`config.mk`:
```
export PLATFORM = sky130hd
export DESIGN_NAME = reg_op_sequencer
export DESIGN_NICKNAME = d
export VERILOG_FILES = /design/src/rtl/reg_op_sequencer.sv
export SDC_FILE = /design/constraint.sdc
export NUM_CORES = 1
export LEC_CHECK = 0
export BUFFER_PORTS_ARGS = -buffer_cell sky130_fd_sc_hd__buf_4
export CAP_MARGIN = 0
export CORE_MARGIN = 4
export CORE_UTILIZATION = 50
export CTS_CLUSTER_SIZE = 16
export DETAILED_ROUTE_END_ITERATION = 6
export GPL_TIMING_DRIVEN = 0
export PLACE_DENSITY = 0.8
export REMOVE_ABC_BUFFERS = 1
export SLEW_MARGIN = 30
export SYNTH_ARGS = -nofsm -noshare
export SYNTH_HDL_FRONTEND = slang
export SYNTH_SLANG_ARGS = --single-unit
export TNS_END_PERCENT = 1
```
`constraint.sdc`:
```
create_clock -name clk -period 3.6 [get_ports clk]
set_input_delay 0.54 -clock clk [delete_from_list [all_inputs] [get_ports clk]]
set_output_delay 0.54 -clock clk [all_outputs]
set_load 0.01 [all_outputs]
```
`src/rtl/reg_op_sequencer.sv`:
```
// ---------------------------------------------------------------------------
// reg_op_sequencer
//
// Control-side driver for the 4-bit X/Y/Z working registers. Accepts one
// command per start/busy handshake and expands it into a cycle-by-cycle
// sequence of register op codes on Tx, with the latched load data on reg_in.
// Completion is signalled by a one-cycle done pulse; err accompanies done
// for the reserved command code.
//
// Optional feature (macro REG_OP_SHADOW_EN):
//   defined   - shadow mirrors the register contents by replaying every op
//               on the same edge the register consumes it.
//   undefined - shadow is tied to zero and no shadow logic exists.
//   The port list is identical in both builds.
//
// Ports:
//   clk     in   1      clock, rising edge
//   rst_n   in   1      asynchronous active-low reset
//   start   in   1      command request, sampled only while busy=0
//   cmd     in   3      command code
//   amt     in   AMT_W  shift count for shift commands
//   din     in   W      load data for load commands
//   Tx      out  3      register op: HOLD=000 LOAD=001 SHIFTR=010
//                       SHIFTL=011 RESET=100
//   reg_in  out  W      data presented to the register data input
//   busy    out  1      command in progress (op cycles)
//   done    out  1      one-cycle completion pulse
//   err     out  1      one-cycle pulse with done for reserved cmd 111
//   shadow  out  W      mirror of the register contents
// ---------------------------------------------------------------------------
module reg_op_sequencer #(
    parameter int W     = 4,
    parameter int AMT_W = 2
) (
    input  logic             clk,
    input  logic             rst_n,
    input  logic             start,
    input  logic [2:0]       cmd,
    input  logic [AMT_W-1:0] amt,
    input  logic [W-1:0]     din,
    output logic [2:0]       Tx,
    output logic [W-1:0]     reg_in,
    output logic             busy,
    output logic             done,
    output logic             err,
    output logic [W-1:0]     shadow
);

    // Register op codes
    localparam logic [2:0] OP_HOLD   = 3'b000;
    localparam logic [2:0] OP_LOAD   = 3'b001;
    localparam logic [2:0] OP_SHIFTR = 3'b010;
    localparam logic [2:0] OP_SHIFTL = 3'b011;
    localparam logic [2:0] OP_RESET  = 3'b100;

    // Command codes
    localparam logic [2:0] CMD_NOP   = 3'b000;
    localparam logic [2:0] CMD_LOAD  = 3'b001;
    localparam logic [2:0] CMD_SHR   = 3'b010;
    localparam logic [2:0] CMD_SHL   = 3'b011;
    localparam logic [2:0] CMD_CLEAR = 3'b100;
    localparam logic [2:0] CMD_LDSHR = 3'b101;
    localparam logic [2:0] CMD_LDSHL = 3'b110;
    localparam logic [2:0] CMD_RSVD  = 3'b111;

    localparam logic [AMT_W-1:0] CNT_ZERO = '0;
    localparam logic [AMT_W-1:0] CNT_ONE  = AMT_W'(1);

    typedef enum logic [2:0] {
        S_IDLE  = 3'd0,
        S_LOADS = 3'd1,
        S_SHIFT = 3'd2,
        S_CLEAR = 3'd3,
        S_DONE  = 3'd4
    } state_t;

    state_t           state_reg,  state_next;
    logic [AMT_W-1:0] cnt_reg,    cnt_next;    // remaining shift ops
    logic             left_reg,   left_next;   // shift direction of the command
    logic             err_reg,    err_next;    // command was the reserved code
    logic [W-1:0]     din_reg,    din_next;    // latched load data

    // -----------------------------------------------------------------------
    // State register
    // -----------------------------------------------------------------------
    always_ff @(posedge clk or negedge rst_n) begin
        if (!rst_n) begin
            state_reg <= S_IDLE;
            cnt_reg   <= '0;
            left_reg  <= 1'b0;
            err_reg   <= 1'b0;
            din_reg   <= '0;
        end else begin
            state_reg <= state_next;
            cnt_reg   <= cnt_next;
            left_reg  <= left_next;
            err_reg   <= err_next;
            din_reg   <= din_next;
        end
    end

    // -----------------------------------------------------------------------
    // Next-state and output logic. Outputs are decoded from the state so an
    // asynchronous reset forces Tx back to HOLD and busy low immediately.
    // -----------------------------------------------------------------------
    always_comb begin
        state_next = state_reg;
        cnt_next   = cnt_reg;
        left_next  = left_reg;
        err_next   = err_reg;
        din_next   = din_reg;
        Tx         = OP_HOLD;
        busy       = 1'b0;
        done       = 1'b0;
        err        = 1'b0;

        case (state_reg)
            S_IDLE, S_DONE: begin
                if (state_reg == S_DONE) begin
                    done = 1'b1;
                    err  = err_reg;
                end
                if (start) begin
                    // Accept: latch the whole command; later input changes
                    // have no effect until the next accept.
                    din_next  = din;
                    cnt_next  = amt;
                    err_next  = 1'b0;
                    left_next = (cmd == CMD_SHL) || (cmd == CMD_LDSHL);
                    case (cmd)
                        CMD_NOP: state_next = S_DONE;
                        CMD_LOAD: begin
                            cnt_next   = CNT_ZERO;  // load only, no shifts follow
                            state_next = S_LOADS;
                        end
                        CMD_SHR, CMD_SHL:
                            state_next = (amt == CNT_ZERO) ? S_DONE : S_SHIFT;
                        CMD_CLEAR: state_next = S_CLEAR;
                        CMD_LDSHR, CMD_LDSHL: state_next = S_LOADS;
                        CMD_RSVD: begin
                            err_next   = 1'b1;
                            state_next = S_DONE;
                        end
                        default: state_next = S_DONE;
                    endcase
                end else if (state_reg == S_DONE) begin
                    state_next = S_IDLE;
                end
            end

            S_LOADS: begin
                Tx         = OP_LOAD;
                busy       = 1'b1;
                state_next = (cnt_reg != CNT_ZERO) ? S_SHIFT : S_DONE;
            end

            S_SHIFT: begin
                // The counter is nonzero on entry and stops at 1, so it
                // never wraps through zero.
                Tx   = left_reg ? OP_SHIFTL : OP_SHIFTR;
                busy = 1'b1;
                if (cnt_reg == CNT_ONE) begin
                    state_next = S_DONE;
                end else begin
                    cnt_next = cnt_reg - CNT_ONE;
                end
            end

            S_CLEAR: begin
                Tx         = OP_RESET;
                busy       = 1'b1;
                state_next = S_DONE;
            end

            default: state_next = S_IDLE;
        endcase
    end

    // reg_in holds the latched data until the next accept.
    assign reg_in = din_reg;

    // -----------------------------------------------------------------------
    // Shadow copy of the register
    // -----------------------------------------------------------------------
`ifdef REG_OP_SHADOW_EN
    logic [W-1:0] shadow_reg, shadow_next;

    always_comb begin
        shadow_next = shadow_reg;
        case (Tx)
            OP_LOAD:   shadow_next = din_reg;
            OP_SHIFTR: shadow_next = {1'b0, shadow_reg[W-1:1]};
            OP_SHIFTL: shadow_next = {shadow_reg[W-2:0], 1'b0};
            OP_RESET:  shadow_next = '0;
            default:   shadow_next = shadow_reg;
        endcase
    end

    always_ff @(posedge clk or negedge rst_n) begin
        if (!rst_n) begin
            shadow_reg <= '0;
        end else begin
            shadow_reg <= shadow_next;
        end
    end

    assign shadow = shadow_reg;
`else
    assign shadow = '0;
`endif

endmodule

```
==> results.yml <==
clock_tree:
  root_buffer_selected_by_cts: "sky130_fd_sc_hd__clkbuf_4"
  max-clock-path-buffers: 2
  cts-hold-fix-buffers: 0
  cts_num_sinks: 11
  cts-resized-gates: 0
  clock_tree_from_tritoncts: "built"
  cts_inserted_buffers: 3
  htreeDepth: 1
  cts_clk_pin_slew_worst_paths_ps: 80
  clock_latency_ps: 270
  postCtsSetupRepairBufs: 0
synthesis:
  ys_types: 29
  post_synth_instance_area_um2: 767
  syn-instance-count: 84
  seq_area_frac_synth: 0.359
  number_of_register_bits_inferred_by_synthesis: 11
  syn_area_per_cell_um2: 9.13
  synthesis.yosys.warnings: 0
route:
  wire_per_inst_um: 12.9
  drc_errors: 0
  wirelength_um: 1540
  postRouteAntennaNets: 0
  vias_per_cell: 5.42
  drt_iter0_markers: 7
  dr.pass1.iters: 4
  vias: 645
power_and_ir_drop:
  leakage_uw: 0.000447
  max-vdd-ir-drop_mv: 0.357
  power_density_nw_per_um2: 721
outcome:
  result_of_the_run: "finished clean"
floorplanning:
  floorplan.die_area_um2: 2220
  core_um2: 1370
  i_o_pins: 26
  initial_core_utilization: 0.561
  die_h_um: 47.2
  placementRows: 13
  chipWidth_um: 47.2
placed_design:
  number_of_buffer_cells_added_on_primary_ports: 21
  final_hpwl_from_detailed_placement_um: 1170
  gpl.final_weighted_congestion: 0.783
sta:
  period_needed_ps: 1970
  setup_total_negative_slack_ps: 0
  final_hold_viol_count: 0
  max_clock_freq_mhz: 509
  hold_slack_ps: 84.6
  fin_skew_ps: 8.24
  timing.final.max_slew_violations: 0
  final_min_period_over_clock_period: 0.546
  finalSetupViolCount: 0
  grt_setup_unrepaired: "false"
global_routing:
  track_usage: 0.154
  antenna_found_initial: 0
  grt_max_degree: 14
  grt_overflow_total: 0
  grt_first_pass_wirelength_um: 2310
  first_global_vias: 578
cells_and_area:
  largest_reg_flops: 4
  layout-area-overhead-vs-synth_pct: 18.6
  num_antenna_cells: 0
  post_route_cells_drive_above_1_share: 0.308
  finish.net_count: 119
worst_hold_path:
  timing.hold.worst.class: "in -> async"
critical_path:
  cp-start-kind: "flip-flop"
  critical_path.max_fanout: 11
  timing.critical_path.required_ps: 3060
  crit-reg2reg-launch: "cnt_reg[0]"
  path_class: "reg -> out"
  crit_end_element: "output pin"
  wp_data_arrival_ps: 1430
  crit_path_start: "state_reg[1]"
run:
  max_cap_violations: 0
synth_stat cells:
cell type / number / area share
sky130_fd_sc_hd__or2b_1: 1 / 0.0098
sky130_fd_sc_hd__nor2b_1: 1 / 0.0082
sky130_fd_sc_hd__buf_4: 5 / 0.049
sky130_fd_sc_hd__o22ai_1: 1 / 0.0082
sky130_fd_sc_hd__nand2_2: 1 / 0.0082
sky130_fd_sc_hd__inv_1: 3 / 0.015
sky130_fd_sc_hd__o21bai_1: 1 / 0.0098
sky130_fd_sc_hd__nand2_1: 3 / 0.015
sky130_fd_sc_hd__and2_1: 2 / 0.016
sky130_fd_sc_hd__o21ai_0: 6 / 0.039
sky130_fd_sc_hd__buf_6: 3 / 0.044
sky130_fd_sc_hd__dfrtp_1: 11 / 0.36
sky130_fd_sc_hd__o32ai_1: 1 / 0.011
sky130_fd_sc_hd__mux2i_1: 1 / 0.013
sky130_fd_sc_hd__nor2_1: 11 / 0.054
sky130_fd_sc_hd__nand3_1: 2 / 0.013
sky130_fd_sc_hd__nor2_4: 1 / 0.015
sky130_fd_sc_hd__xor2_1: 1 / 0.011
sky130_fd_sc_hd__nor3b_1: 1 / 0.0098
sky130_fd_sc_hd__o41ai_2: 1 / 0.021
sky130_fd_sc_hd__o211ai_1: 2 / 0.020
sky130_fd_sc_hd__nand2b_1: 4 / 0.033
sky130_fd_sc_hd__o21ai_1: 3 / 0.020
sky130_fd_sc_hd__and3_1: 2 / 0.016
sky130_fd_sc_hd__ha_1: 2 / 0.033
sky130_fd_sc_hd__a21oi_1: 8 / 0.052
sky130_fd_sc_hd__mux2_2: 1 / 0.015
sky130_fd_sc_hd__conb_1: 1 / 0.0049
sky130_fd_sc_hd__mux2_4: 4 / 0.078
final timing paths:
path                                   end  slack (ps)  depth (start not counted)
max in group asynchronous        reg_in[0]        3360                          1
worst max-delay path                 Tx[1]        1630                          3
worst max register to register  cnt_reg[1]        2060                          5
min in group clk                   err_reg         490                          2
worst min-delay path            cnt_reg[0]          80                          1
worst min register to register     err_reg         490                          2
per-layer routing:
layer  vias to the layer above  part of all wire  global-route usage
li1                        323                 -                   -
met1                       296              0.43               0.171
met2                        22              0.47               0.257
met3                         4             0.077              0.0230
met4                         0             0.025               0.127
met5                         -                 0                   0
final cells by class:
cell class	count	area (um2)
Clock buffer	4	26.3
Sequential cell	11	275
Tap cell	15	18.8
Fill cell	135	457
Multi-Input combinational cell	65	420
Inverter	3	11.3
Timing Repair Buffer	21	158
critical path, cell delays in order, from the launching register on:
cell and delay [ps]:
sky130_fd_sc_hd__dfrtp_1 590, sky130_fd_sc_hd__or2b_1 340, sky130_fd_sc_hd__nor2_1 110, sky130_fd_sc_hd__buf_4 130
power breakdown:
group / switching (uW) / total, uW / internal [uW]
Sequential: 62.6 / 237 / 174
Combinational: 156 / 334 / 178
Clock: 42.4 / 85.3 / 42.9
per-stage QoR:
stage | area, um2 | instances | power (uW) | utilization | setup slack (ps)
floorplan | 707 | 79 | 445 | - | 2070
global placement | 883 | 115 | 558 | 0.647 | 1960
detailed placement | 883 | 115 | 571 | 0.647 | 1940
CTS | 910 | 119 | 659 | 0.666 | 1640
global route | 910 | 119 | 708 | 0.666 | 1560
finish | 910 | 119 | 656 | 0.666 | 1630
placed cells by master (no fill, tap or decap), drive strengths merged, types with 2 or more instances in the layout:
master,n
buf,21
nor2,12
dfrtp,11
o21ai,9
a21oi,8
mux2,5
nand2b,4
conb,4
nand2,4
clkbuf,4
inv,3
and2,2
nand3,2
and3,2
o211ai,2
ha,2
kinds of logic (layout without fill, tap and decap cells):
kind of cell               count (synthesis)  in the layout  synth area share
other                                      1              4           0.00489
adders and majority gates                  2              2            0.0326
buffers and inverters                     11             28             0.108
and+or+nand+nor                           29             29             0.197
xor gates and xnor gates                   1              1            0.0114
AOI/OAI and AO/OA                         23             23             0.181
muxes                                      6              6             0.106
DFF                                       11             11             0.359
No activity file was read; power rests on OpenSTA's default activity.
